<file path="src/rtl/task_sorter.sv">
// Priority task sorter: snapshots eight task lanes, scans them one per cycle, issues
// Execute for the best lane and supervises it. Optional lane aging: SORTER_AGING_EN.
module task_sorter #(
   parameter logic [15:0] TIMEOUT = 16'd1000
) (
   input  logic        CLK,
   input  logic        RST,
   input  logic [63:0] in_tasks,
   input  logic        sched_en,
   input  logic        exe_done,
   output logic [15:0] out_op,
   output logic        out_valid,
   output logic [3:0]  cur_id,
   output logic        busy,
   output logic        no_task
);

   typedef enum logic [2:0] {
      ST_IDLE   = 3'd0,
      ST_SCAN   = 3'd1,
      ST_ISSUE  = 3'd2,
      ST_RUN    = 3'd3,
      ST_FINISH = 3'd4
   } state_t;

   localparam logic [3:0] OPC_EXECUTE = 4'b0111;
   localparam logic [3:0] OPC_SUSPEND = 4'b0010;
   localparam logic [3:0] OPC_FINISH  = 4'b1111;

   state_t      state_r, state_s;
   logic [63:0] snap_r;
   logic [3:0]  scan_idx_r;
   logic        best_found_r;
   logic [3:0]  best_id_r;
   logic [3:0]  best_prio_r;
   logic [15:0] wd_r;
   logic        out_valid_s;
   logic        no_task_s;
   logic [15:0] out_op_s;
   logic [7:0]  lane_s;
   logic [3:0]  eff_prio_s;
   logic        take_s;

   // scan_idx_r 0..7 examines a lane; 8 is the decision cycle
   assign lane_s = snap_r[{scan_idx_r[2:0], 3'b000} +: 8];

`ifdef SORTER_AGING_EN
   logic [3:0] age_r [8];
   logic [2:0] best_lane_r;

   function automatic logic [3:0] aged_prio(input logic [3:0] prio, input logic [3:0] age);
      logic [4:0] sum;
      sum = {1'b0, prio} + {1'b0, age};
      return sum[4] ? 4'hF : sum[3:0];
   endfunction

   assign eff_prio_s = aged_prio(lane_s[3:0], age_r[scan_idx_r[2:0]]);
`else
   assign eff_prio_s = lane_s[3:0];
`endif

   // strictly greater wins, so ties keep the lower lane
   assign take_s = (scan_idx_r[3] == 1'b0) && (lane_s != 8'h00) &&
                   (!best_found_r || (eff_prio_s > best_prio_r));

   // Next-state and next-output decode
   always_comb begin
      state_s     = state_r;
      out_valid_s = 1'b0;
      out_op_s    = 16'h0000;
      no_task_s   = 1'b0;
      case (state_r)
         ST_IDLE: begin
            if (sched_en) begin
               state_s = ST_SCAN;
            end else begin
               state_s = ST_IDLE;
            end
         end
         ST_SCAN: begin
            if (!scan_idx_r[3]) begin
               state_s = ST_SCAN;
            end else if (best_found_r) begin
               state_s = ST_ISSUE;
            end else begin
               no_task_s = 1'b1;
               state_s   = ST_IDLE;
            end
         end
         ST_ISSUE: begin
            out_valid_s = 1'b1;
            out_op_s    = {4'h0, cur_id, OPC_EXECUTE, 4'h0};
            state_s     = ST_RUN;
         end
         ST_RUN: begin
            if (exe_done) begin
               state_s = ST_FINISH;
            end else if (wd_r == (TIMEOUT - 16'd1)) begin
               out_valid_s = 1'b1;
               out_op_s    = {4'h0, cur_id, OPC_SUSPEND, 4'h0};
               state_s     = ST_IDLE;
            end else begin
               state_s = ST_RUN;
            end
         end
         ST_FINISH: begin
            out_valid_s = 1'b1;
            out_op_s    = {4'h0, cur_id, OPC_FINISH, 4'h0};
            state_s     = ST_IDLE;
         end
         default: begin
            state_s = ST_IDLE;
         end
      endcase
   end

   // State, registered outputs and scan/watchdog datapath
   always_ff @(posedge CLK or posedge RST) begin
      if (RST) begin
         state_r      <= ST_IDLE;
         out_op       <= 16'h0000;
         out_valid    <= 1'b0;
         no_task      <= 1'b0;
         busy         <= 1'b0;
         cur_id       <= 4'h0;
         snap_r       <= 64'h0;
         scan_idx_r   <= 4'h0;
         best_found_r <= 1'b0;
         best_id_r    <= 4'h0;
         best_prio_r  <= 4'h0;
         wd_r         <= 16'h0000;
`ifdef SORTER_AGING_EN
         best_lane_r  <= 3'd0;
`endif
      end else begin
         state_r   <= state_s;
         out_op    <= out_op_s;
         out_valid <= out_valid_s;
         no_task   <= no_task_s;
         busy      <= (state_s != ST_IDLE);
         case (state_r)
            ST_IDLE: begin
               if (sched_en) begin
                  snap_r       <= in_tasks;
                  scan_idx_r   <= 4'h0;
                  best_found_r <= 1'b0;
                  best_id_r    <= 4'h0;
                  best_prio_r  <= 4'h0;
               end
            end
            ST_SCAN: begin
               if (!scan_idx_r[3]) begin
                  scan_idx_r <= scan_idx_r + 4'd1;
                  if (take_s) begin
                     best_found_r <= 1'b1;
                     best_id_r    <= lane_s[7:4];
                     best_prio_r  <= eff_prio_s;
`ifdef SORTER_AGING_EN
                     best_lane_r  <= scan_idx_r[2:0];
`endif
                  end
               end else begin
                  cur_id <= best_found_r ? best_id_r : 4'h0;
               end
            end
            ST_ISSUE: begin
               wd_r <= 16'h0000;
            end
            ST_RUN: begin
               if (!exe_done && (wd_r != (TIMEOUT - 16'd1))) begin
                  wd_r <= wd_r + 16'd1;
               end else if (!exe_done) begin
                  cur_id <= 4'h0;
               end
            end
            ST_FINISH: begin
               cur_id <= 4'h0;
            end
            default: begin
               cur_id <= 4'h0;
            end
         endcase
      end
   end

`ifdef SORTER_AGING_EN
   // Age update at the decision cycle of a round that found a winner
   always_ff @(posedge CLK or posedge RST) begin
      if (RST) begin
         for (int k = 0; k < 8; k++) begin
            age_r[k] <= 4'h0;
         end
      end else if ((state_r == ST_SCAN) && scan_idx_r[3] && best_found_r) begin
         for (int k = 0; k < 8; k++) begin
            if (3'(k) == best_lane_r) begin
               age_r[k] <= 4'h0;
            end else if ((snap_r[8*k +: 8] != 8'h00) && (age_r[k] != 4'hF)) begin
               age_r[k] <= age_r[k] + 4'd1;
            end
         end
      end
   end
`endif

endmodule

</file>
<file path="config.mk">
export PLATFORM = sky130hd
export DESIGN_NAME = task_sorter
export DESIGN_NICKNAME = d
export VERILOG_FILES = /design/src/rtl/task_sorter.sv
export SDC_FILE = /design/constraint.sdc
export NUM_CORES = 1
export LEC_CHECK = 0
export CORE_ASPECT_RATIO = 1.75
export CORE_MARGIN = 2
export CORE_UTILIZATION = 45
export DETAILED_ROUTE_END_ITERATION = 7
export PLACE_DENSITY_LB_ADDON = 0.2
export SETUP_SLACK_MARGIN = 0.05
export SLEW_MARGIN = 20
export SYNTH_ARGS = -nofsm -noshare
export SYNTH_HDL_FRONTEND = slang
export SYNTH_SLANG_ARGS = --single-unit
export TNS_END_PERCENT = 20
</file>
<file path="constraint.sdc">
create_clock -name CLK -period 5.15 [get_ports CLK]
set_clock_uncertainty 0.2 [all_clocks]
set_input_delay 1.03 -clock CLK [delete_from_list [all_inputs] [get_ports CLK]]
set_output_delay 1.03 -clock CLK [all_outputs]
set_load 0.02 [all_outputs]
</file>
==> results_dict.tcl, run 1 <==
set metrics [dict create \
    status "complete, no violations" \
    first_iter_violations 225 \
    drc_errors 0 \
    ios 91 \
    viasPerCell 5.36 \
    grt_max_degree 71 \
    numPortBuffers 82 \
    slew_viol_final 0 \
    diodes 0 \
    clk_path_buf_depth 2 \
    vias 3996 \
    async_flop_share_pct 100 \
    wire_per_inst_um 15.7 \
    postCtsHoldBufs 0 \
    start_kind "register" \
    regArea_um2 2750 \
    first_pass_iters 4 \
    synth_edf_count 0 \
    n_fill_cell 1039 \
    ctsHtreeMaxLevel 3 \
    cts.repair.resized 0 \
    end_kind "register" \
    coreArea_um2 11600 \
    seq_area_frac_synth_pct 51.7 \
    post-cts-setup-buffers 0 \
    die_area_um2 12700 \
    avgSynthCellArea_um2 9.97 \
    grt_pass1_wl_mm 19.3 \
    cts_buffers 9 \
    synth_top_area_share_pct 51.7 \
    track_usage_pct 19.5 \
    final_area_um2 6500 \
    multiInputGateArea_um2 2350 \
    clkTransAtPathRegs_ps 70 \
    arrival_ps 3800 \
    antenna_found_initial 0 \
    tightest_slew_ps 954 \
    worstSetupPathType "register to register" \
    placementRows 52 \
    finalCritPeriodShare_pct 73.0 \
    cp.required_ps 5190 \
    synth_seq_cells 110 \
    dpl_cell_area_um2 6180 \
    yosys_warnings 0 \
    cp_max_fo 14 \
    fmax_mhz 266 \
    finalSetupTns_ps 0 \
    grt_overflow 0 \
    worstSkewPairLatency_ps 360 \
    gp_congestion 0.826 \
    rsz0062_at_grt "false" \
    synth_common_cells "nand2_1, dfrtp_1, nor2_1" \
    cts-root-buf "clkbuf_16" \
    finalHoldViolations 0 \
    synthMostInstantiatedCell "nand2_1" \
    drt_wl_total_mm 11.7 \
    setup_viol 0 \
    synthFlopType "dfrtp_1" \
    synth_top_area_cell "dfrtp_1" \
    area_growth_pct 22.0 \
    drive_gt1_share_pct 6.89 \
    relSlewSlack_pct 36.2 \
    die_h_um 148 \
    dp_hpwl_mm 8.68 \
    syn_area_um2 5320 \
    cts_tree "yes" \
    grt_pass1_vias 4039 \
    p_per_area_nw_per_um2 578 \
    ys_types 50 \
    cts.sinks 110 \
    finalCriticalPeriod_ps 3760 \
    antenna_left 0 \
    start_util_pct 46.0 \
    p_leak_uw 0.00309 \
    hold_path_class "register to register" \
    die_x_um 86.2 \
    synth_area_leaders "dfrtp_1, nand2_1, mux4_1, mux2i_1, mux2_2" \
    syn-instance-count 534 \
    finalNetCount 679 \
    peakVddDrop_mv 0.261 \
    drv_cap 0 \
]
[metrics by stage]
stage	utilization, %	hold slack (ps)	std cells	power, µW	worst slack, ps
4_1_cts	56.1	274	745	3800	1370
2_1_floorplan	-	237	541	2640	1020
5_1_grt	56.1	288	745	4030	1180
6_report	56.1	267	745	3750	1390
3_3_place_gp	53.4	253	729	2990	1470
3_5_place_dp	53.4	255	729	3060	1380
[flip-flops by register name (all words and copies together), names as in the netlist]
signal and cells:
busy 1, best_prio_r 4, out_valid 1, best_id_r 4, state_r 3, best_found_r 1, wd_r 16, cur_id 4
out_op 7, scan_idx_r 4, snap_r 64, no_task 1
[worst max-delay path, cell delays in order, from the launching register on]
cell      delay [ps]
dfrtp_1          780
mux4_1           630
mux2_2           320
ha_1             300
nor2b_1          130
o211ai_1         130
a211oi_4         580
mux2_2           410
a31o_1           180
[final timing paths]
| kind | startpoint | endpoint | slack, ps | cells after the start |
|---|---|---|---|---|
| max | scan_idx_r[0]$_DFFE_PP0P_ | best_prio_r[2]$_DFFE_PP0P_ | 1390 | 8 |
| min | snap_r[37]$_DFFE_PP0P_ | snap_r[37]$_DFFE_PP0P_ | 270 | 2 |
| max reg2reg | scan_idx_r[0]$_DFFE_PP0P_ | best_prio_r[2]$_DFFE_PP0P_ | 1390 | 8 |
| min reg2reg | snap_r[37]$_DFFE_PP0P_ | snap_r[37]$_DFFE_PP0P_ | 270 | 2 |
| max in group asynchronous | RST | scan_idx_r[1]$_DFFE_PP0P_ | 2980 | 3 |
| min in group asynchronous | RST | snap_r[28]$_DFFE_PP0P_ | 800 | 2 |
[layout by cell type (no fill, tap or decap), types with 4 or more instances in the layout]
master / n
nand2_1: 215
o31ai_1: 7
o21ai_0: 6
nand2b_1: 4
inv_1: 10
nor2_1: 16
and3_1: 5
nor2b_1: 6
a21oi_1: 13
mux2_2: 7
buf_4: 6
nand4_1: 5
clkbuf_16: 9
dfrtp_1: 110
a31o_1: 8
mux4_1: 13
or4_1: 7
nand3_1: 9
clkdlybuf4s50_1: 82
ha_1: 6
or3_1: 4
conb_1: 8
mux2i_1: 13
[kinds of logic (layout without fill, tap and decap cells)]
logic type      after synthesis  count (layout)  synth area share, %
flops                       110             110                 51.7
other cells                   1               8               0.0705
compound gates               40              40                 5.20
xor+xnor                      4               4                0.658
buf+inv                      46             115                 4.68
fa+ha+maj                     6               6                 1.41
mux                          37              37                 12.1
simple gates                290             290                 24.2
[per-layer routing]
metal	track usage, %	vias up	wire length [µm]
li1	-	1932	-
met1	21.4	1963	4440
met2	36.7	83	6630
met3	3.07	18	308
met4	7.66	0	291
met5	0	-	0
[power breakdown]
group          switching [µW]  internal [µW]
Clock                     341            391
Sequential                268           1190
Combinational             812            749
[cell type report]
type | instances | area share, %
Tap cell | 135 | 2.60
Multi-Input combinational cell | 385 | 36.2
Inverter | 11 | 0.674
Timing Repair Buffer | 88 | 13.3
Clock buffer | 9 | 3.47
Sequential cell | 110 | 42.4
Clock inverter | 7 | 1.37
Note: power is estimated with default switching activity, not from simulation.
==> inputs of run 2 (changes only) <==
clock period = 3 ns   (was 5.15 ns; I/O delays follow)
==> run 2 against run 1 <==
  * Routed wire length grew 3.5%
  * Highest routed layer unchanged
  * Final cell count rose by 2.6%
  * Flip-flop and latch count is the same
  * The flow now finishes with violations (setup timing)
  * Total power grew 87%
==> results_dict.tcl, run 2 (synthesis gave the netlist of run 1 again) <==
set metrics [dict create \
    vias 4010 \
    p_per_area_nw_per_um2 1040 \
    viasPerCell 5.25 \
    n_fill_cell 1053 \
    clkTransAtPathRegs_ps 80 \
    diodes 0 \
    die_h_um 148 \
    antenna_found_initial 0 \
    peakVddDrop_mv 0.462 \
    die_x_um 86.2 \
    final_area_um2 6730 \
    rr_endpoint "best_prio_r[1]$_DFFE_PP0P_" \
    largest_registers "snap_r: 64 flops, wd_r: 16 flops, out_op: 7 flops" \
    dpl_cell_area_um2 6340 \
    top_usage_layer "met2" \
    worst-r2r-setup-slack_ps -60 \
    worstSetupPathType "register to register" \
    grt_max_degree 111 \
    final_cell_mix "nand2_1, dfrtp_1, clkdlybuf4s50_1" \
    grtUsageMet2_pct 37.9 \
    cts_buffers 9 \
    hold_path_class "register to register" \
    postCtsHoldBufs 0 \
    drt_wl_total_mm 12.1 \
    arrival_ps 3090 \
    met1_usage_pct 22.0 \
    dp_hpwl_mm 8.91 \
    post-route-util_pct 58.1 \
    grt_pass1_vias 4190 \
    start_kind "register" \
    grt_overflow 0 \
    finalCriticalPeriod_ps 3060 \
    dp_cells 745 \
    grt_pass1_wl_mm 20.0 \
    placementRows 52 \
    gr-usage-met3_pct 3.29 \
    status "finished, violations left" \
    wire_per_inst_um 15.8 \
    ios 91 \
    cp_max_fo 6 \
    largest_reg_flops 64 \
    drc_errors 0 \
    die_area_um2 12700 \
    instances_no_fill 764 \
    cts_tree "yes" \
    track_usage_pct 20.1 \
    finalCritPeriodShare_pct 102 \
    end_kind "register" \
    relSlewSlack_pct 58.4 \
    numPortBuffers 82 \
    first_iter_violations 312 \
    hold_path_depth 2 \
    cp.required_ps 3030 \
    clk_path_buf_depth 2 \
    finalNetCount 698 \
    r2r_cells 10 \
    regArea_um2 2750 \
    r2r_start "scan_idx_r[0]$_DFFE_PP0P_" \
    start_util_pct 46.0 \
    p_leak_uw 0.00320 \
    coreArea_um2 11600 \
    gp_congestion 0.809 \
    setup.worst_path.start "scan_idx_r[0]$_DFFE_PP0P_" \
    finalHoldViolations 0 \
    layout_commonest_cell "nand2_1" \
    slew_viol_final 0 \
    first_pass_iters 4 \
    worstSkewPairLatency_ps 350 \
    crit_end "best_prio_r[1]$_DFFE_PP0P_" \
    ctsHtreeMaxLevel 3 \
    tightest_slew_ps 622 \
    setup_viol 4 \
    drive_gt1_share_pct 11.4 \
    largest-register "snap_r" \
    fmax_mhz 327 \
    area_growth_pct 26.4 \
    drv_cap 0 \
    antenna_left 0 \
    timing.final.ws_setup_ps -55.9 \
    multiInputGateArea_um2 2380 \
    cts.sinks 110 \
    violations "setup timing" \
    rsz0062_at_grt "true" \
    finalSetupTns_ps -125 \
    cts-root-buf "clkbuf_16" \
    dp_slack_ps -80.2 \
]
## run 2: changes by cell type in the layout (fill, tap and decap cells not counted), moves of 3 or more
cell	previous run	this run
buf_4	6	18
mux4_1	13	8
mux4_2	3	8
buf_6	0	4
buf_12	0	3
mux2_2	7	4
mux2_4	0	3
## run 2: cell type report
cell class | count | share of cell area, %
multi-input combinational | 385 | 35.5
clock buffer | 9 | 3.35
inverter | 11 | 0.670
sequential | 110 | 40.9
tap | 135 | 2.51
clock inverter | 7 | 1.30
timing repair buffer | 107 | 15.8
## run 2: stage by stage
stage	hold WS [ps]	total power [µW]
final	270	7020
after global routing	294	7520
after CTS	273	7040
after detailed placement	254	5560
after global placement	252	5410
after floorplan	237	4540
## run 2: worst max-delay path: stages (launching register included)
cell,delay (ps)
dfrtp_1,380
buf_6,150
buf_6,100
mux4_2,490
mux2i_2,230
inv_2,80
ha_4,280
o211ai_1,150
a211oi_4,350
mux2_4,330
a31o_1,190
## run 2: worst min path at each step
stage / from / endpoint / slack (ps)
finish: snap_r[12]$_DFFE_PP0P_ / snap_r[12]$_DFFE_PP0P_ / 270
global route: snap_r[38]$_DFFE_PP0P_ / snap_r[38]$_DFFE_PP0P_ / 290
CTS: snap_r[12]$_DFFE_PP0P_ / snap_r[12]$_DFFE_PP0P_ / 270
detailed placement: snap_r[12]$_DFFE_PP0P_ / snap_r[12]$_DFFE_PP0P_ / 250
global placement: snap_r[6]$_DFFE_PP0P_ / snap_r[6]$_DFFE_PP0P_ / 250
floorplan: snap_r[10]$_DFFE_PP0P_ / snap_r[10]$_DFFE_PP0P_ / 240
## run 2: repair_timing
| item | 4_1_cts | 5_1_grt |
|---|---|---|
| setup endpoints to repair | 8 | 9 |
| pin swaps | 4 | 0 |
| gates resized for setup | 17 | 2 |
| setup buffers | 3 | 0 |
| hold endpoints to repair | 0 | 0 |
## run 2: power breakdown
group	internal, µW	switching (µW)	total (µW)
Combinational	1680	1700	3370
Sequential	2050	356	2410
Clock	670	572	1240
## run 2: layer usage
layer | routed length (µm) | part of all wire [%] | vias up
met5 | 0 | 0 | -
met1 | 4510 | 37 | 1950
met3 | 327 | 2.7 | 18
li1 | - | - | 1963
met4 | 337 | 2.8 | 0
met2 | 6900 | 57 | 79
==> inputs of run 3 (changes only) <==
DONT_BUFFER_PORTS = 1   (was not set)
==> run 3 against run 2 <==
  * The flow still finishes with violations (setup timing)
  * Setup slack better by 23 ps
  * Largest cell class unchanged
  * Die area unchanged
  * Critical path depth down 1
  * Sequential power up 2%
  * Clock-buffer cell count up 1
==> results_dict.tcl, run 3 (synthesis gave the netlist of run 1 again) <==
set metrics [dict create \
    status "finished, violations left" \
    ctsHtreeMaxLevel 3 \
    tightest_slew_ps 637 \
    cts_buffers 9 \
    drt_wl_total_mm 11.5 \
    dp_cells 663 \
    largest_reg_flops 64 \
    layout_commonest_cell "nand2_1" \
    clkTransAtPathRegs_ps 70 \
    finalCritPeriodShare_pct 101 \
    violations "setup timing" \
    area_growth_pct 10.2 \
    hold_path_class "primary input to async pin" \
    dp_slack_ps -103 \
    grt_max_degree 111 \
    finalNetCount 617 \
    regArea_um2 2750 \
    slowest_delay_ps 490 \
    die_x_um 86.2 \
    track_usage_pct 18.6 \
    ios 91 \
    first_iter_violations 188 \
    setup_viol 7 \
    diodes 0 \
    die_area_um2 12700 \
    placementRows 52 \
    cts_tree "yes" \
    grt_overflow 0 \
    final_area_um2 5870 \
    grt_pass1_vias 3700 \
    clk_path_buf_depth 2 \
    wire_per_inst_um 16.8 \
    grt_pass1_wl_mm 18.4 \
    relSlewSlack_pct 57.4 \
    finalCriticalPeriod_ps 3030 \
    fmax_mhz 330 \
    p_per_area_nw_per_um2 1140 \
    worst-r2r-setup-slack_ps -30 \
    peakVddDrop_mv 0.541 \
    dp_hpwl_mm 8.15 \
    worstSkewPairLatency_ps 350 \
    final_cell_mix "nand2_1, dfrtp_1, buf_4" \
    cp.required_ps 3030 \
    slew_viol_final 0 \
    start_kind "register" \
    finalSetupTns_ps -139 \
    arrival_ps 3070 \
    start_util_pct 46.0 \
    rsz0062_at_grt "true" \
    dpl_cell_area_um2 5520 \
    cts.sinks 110 \
    largest-register "snap_r" \
    p_leak_uw 0.00286 \
    path_cells "buf_12 -> mux4_2 -> mux2_4 -> ha_4 -> nor2b_4 -> o211ai_1 -> a211oi_4 -> mux2_4 -> a31o_1" \
    worstSetupPathType "register to register" \
    antenna_left 0 \
    finalHoldViolations 0 \
    drv_cap 0 \
    critPathSlowestCell "mux4_2" \
    first_pass_iters 4 \
    die_h_um 148 \
    coreArea_um2 11600 \
    drive_gt1_share_pct 12.6 \
    numPortBuffers 0 \
    largest_registers "snap_r: 64 flops, wd_r: 16 flops, out_op: 7 flops" \
    viasPerCell 5.49 \
    multiInputGateArea_um2 2380 \
    drc_errors 0 \
    cts-root-buf "clkbuf_16" \
    n_fill_cell 1071 \
    antenna_found_initial 0 \
    end_kind "register" \
    critical_path.most_common_cell "mux2_4" \
    cp_max_fo 5 \
    vias 3749 \
    instances_no_fill 683 \
    timing.final.ws_setup_ps -33.4 \
    gp_congestion 0.820 \
    post-route-util_pct 50.7 \
]
run 3: worst max-delay path: cells and delay by family, from the launching register on:
family | cells | cell delay (ps)
fa+ha+maj | 1 | 270
compound gates | 3 | 660
simple gates | 1 | 120
mux | 3 | 1120
buf+inv | 1 | 130
flops | 1 | 410
run 3: layer usage:
| layer | GRT usage [%] | wire length [µm] | vias to the layer above |
|---|---|---|---|
| li1 | - | - | 1800 |
| met1 | 22.3 | 4450 | 1848 |
| met2 | 32.5 | 6340 | 90 |
| met3 | 3.41 | 424 | 11 |
| met4 | 7.97 | 271 | 0 |
| met5 | 0 | 0 | - |
run 3: per-stage QoR:
step	hold slack, ps	power (µW)
2_1_floorplan	237	4540
5_1_grt	142	7190
4_1_cts	120	6640
3_5_place_dp	256	5380
6_report	102	6690
3_3_place_gp	253	5300
run 3: worst paths after layout:
path                                      startpoint                          to  cells after the start
min                                              RST        wd_r[13]$_DFFE_PP0P_                      2
max reg2reg                scan_idx_r[0]$_DFFE_PP0P_  best_prio_r[1]$_DFFE_PP0P_                      9
min reg2reg                    snap_r[5]$_DFFE_PP0P_       snap_r[5]$_DFFE_PP0P_                      2
min in group CLK                        in_tasks[24]      snap_r[24]$_DFFE_PP0P_                      2
max in group asynchronous                        RST      snap_r[47]$_DFFE_PP0P_                      2
max                        scan_idx_r[0]$_DFFE_PP0P_  best_prio_r[1]$_DFFE_PP0P_                      9
run 3: layout make-up:
class / instances / share of cell area [%]
Inverter: 11 / 0.768
Sequential cell: 110 / 46.9
Timing Repair Buffer: 26 / 4.03
Clock inverter: 6 / 0.874
Multi-Input combinational cell: 385 / 40.6
Clock buffer: 10 / 3.90
Tap cell: 135 / 2.88
run 3: repair_timing:
item | 4_1_cts | 5_1_grt
endpoints found under the setup margin | 8 | 9
gates cloned | 0 | 0
hold buffers | 0 | 0
pin swaps | 3 | 2
setup buffers | 0 | 4
endpoints found under the hold margin | 0 | 0
gates resized for setup | 10 | 2
run 3: where the power goes:
part / switching [µW] / internal, µW
clock: 553 / 577
combinational: 1570 / 1540
sequential: 400 / 2050
==> RTL edit (settings of run 1) <==
The 5 states of `state_t` get a one-hot encoding in 5 bits.
--- a/src/rtl/task_sorter.sv
+++ b/src/rtl/task_sorter.sv
@@ -15,12 +15,12 @@
    output logic        no_task
 );
 
-   typedef enum logic [2:0] {
-      ST_IDLE   = 3'd0,
-      ST_SCAN   = 3'd1,
-      ST_ISSUE  = 3'd2,
-      ST_RUN    = 3'd3,
-      ST_FINISH = 3'd4
+   typedef enum logic [4:0] {
+      ST_IDLE   = 5'b00001,
+      ST_SCAN   = 5'b00010,
+      ST_ISSUE  = 5'b00100,
+      ST_RUN    = 5'b01000,
+      ST_FINISH = 5'b10000
    } state_t;
 
    localparam logic [3:0] OPC_EXECUTE = 4'b0111;
Function: no difference found for any inputs over 10 cycles, from zero or initial values and one cycle with RST high; not proved beyond that.
==> RTL edit against run 1 <==
- final area grew 1.6%
- wire length decreased by 3.9%
- sequential share of layout area up 0.10 points
- sequential cell count up 2
- die area up 1.8%
- area after synthesis grew 1.8%
- sequential power fell by 7%
- power down 16%
- synthesized cell count grew 1.7%
- setup slack lost 0.27 ns
- largest power group is now registers
- highest routed layer unchanged
==> RTL edit: results (changes against run 1) <==
The run finished with clean final reports. The commonest cells after synthesis are sky130_fd_sc_hd__nand2_1, sky130_fd_sc_hd__dfrtp_1, sky130_fd_sc_hd__nor2_1, sky130_fd_sc_hd__clkbuf_1, sky130_fd_sc_hd__inv_1. The portion of netlist area occupied by mux cells came out at 10.23% (-1.9 points).

By area the synthesized netlist is led by sky130_fd_sc_hd__dfrtp_1, sky130_fd_sc_hd__nand2_1, sky130_fd_sc_hd__mux4_1. The leakage power of the design came out at 3.154 nW (+2.0%). The adder-cell share of the synthesized area was 1.385% (-0.025 points). The power share of the clock group came to 21.8% (+2.3 points). The post-route met1 wirelength came to 4501 um (+1.4%).

The global placer's final weighted congestion was 0.8180 (-0.94%). The largest incremental delay on the critical path came out at 1.00 ns (+0.22 ns). The data arrival time at the worst-slack endpoint is 4.05 ns (+0.25 ns).

The overall track demand over capacity in global routing is 18.76% (-0.75 points). The cell internal power dissipation was 2.042 mW (-12%). The proportion of layout cells with a drive suffix above 1 is 8.266% (+1.4 points).

The largest net degree at the start of global routing came out at 60 (-15%). The half-perimeter wire length of the detailed placement result is 8156 um (-6.0%). The gate family responsible for the most delay along the worst path is compound AO/OA/AOI/OAI gates.

The fraction of power spent switching nets is 35.22% (-2.6 points). The routed wire length on met2 came out at 6103 um (-7.9%). The register area share after synthesis came to 51.73% (about the same). The number of nets in the layout is 686 (+1.0%). The placed instance count came out at 738 (+1.2%). The worst IR drop on VDD is 219.2 uV (-16%).

The area after detailed placement came out at 6312 sq um (+2.1%). The final cell count without fillers came out at 754 (+1.2%).
## RTL edit: changes by cell type after synthesis, moves of 8 or more
| cell | before | now |
|---|---|---|
| sky130_fd_sc_hd__a21oi_1 | 13 | 1 |
| sky130_fd_sc_hd__o221ai_2 | 0 | 8 |
| sky130_fd_sc_hd__a31o_1 | 8 | 0 |
| sky130_fd_sc_hd__mux2i_1 | 13 | 4 |
| sky130_fd_sc_hd__xor2_1 | 1 | 11 |
| sky130_fd_sc_hd__inv_1 | 11 | 19 |
## RTL edit: kinds of logic (layout without fill, tap and decap cells)
family / count (synthesis) / after routing
fa+ha+maj: 6 / 6
mux: 29 / 29
other cells: 1 / 8
flops: 112 / 112
simple gates: 296 / 296
xor+xnor: 12 / 12
buf+inv: 56 / 123
compound gates: 31 / 31
## RTL edit: layout make-up
type | instances | area, sq um
clock inverters | 6 | 60.06
fillers | 1090 | 5269
well taps | 137 | 171.4
clock buffers | 10 | 229.0
flip-flops and latches | 112 | 2804
inverters | 19 | 73.82
repair buffers | 88 | 882.1
multi-input cells | 382 | 2381
## RTL edit: final timing paths
kind	end	slack [ns]
worst max register to register	best_prio_r[3]$_DFFE_PP0P_	1.12
max in group asynchronous	state_r[0]$_DFF_PP1_	3.00
min in group asynchronous	snap_r[55]$_DFFE_PP0P_	0.95
worst min register to register	snap_r[13]$_DFFE_PP0P_	0.27
worst min-delay path	snap_r[13]$_DFFE_PP0P_	0.27
worst max-delay path	best_prio_r[3]$_DFFE_PP0P_	1.12
## RTL edit: routing by layer
layer	vias up	GRT usage [%]
li1	1939	-
met1	1887	21.41
met2	77	33.78
met3	15	2.712
met4	0	8.594
met5	-	0
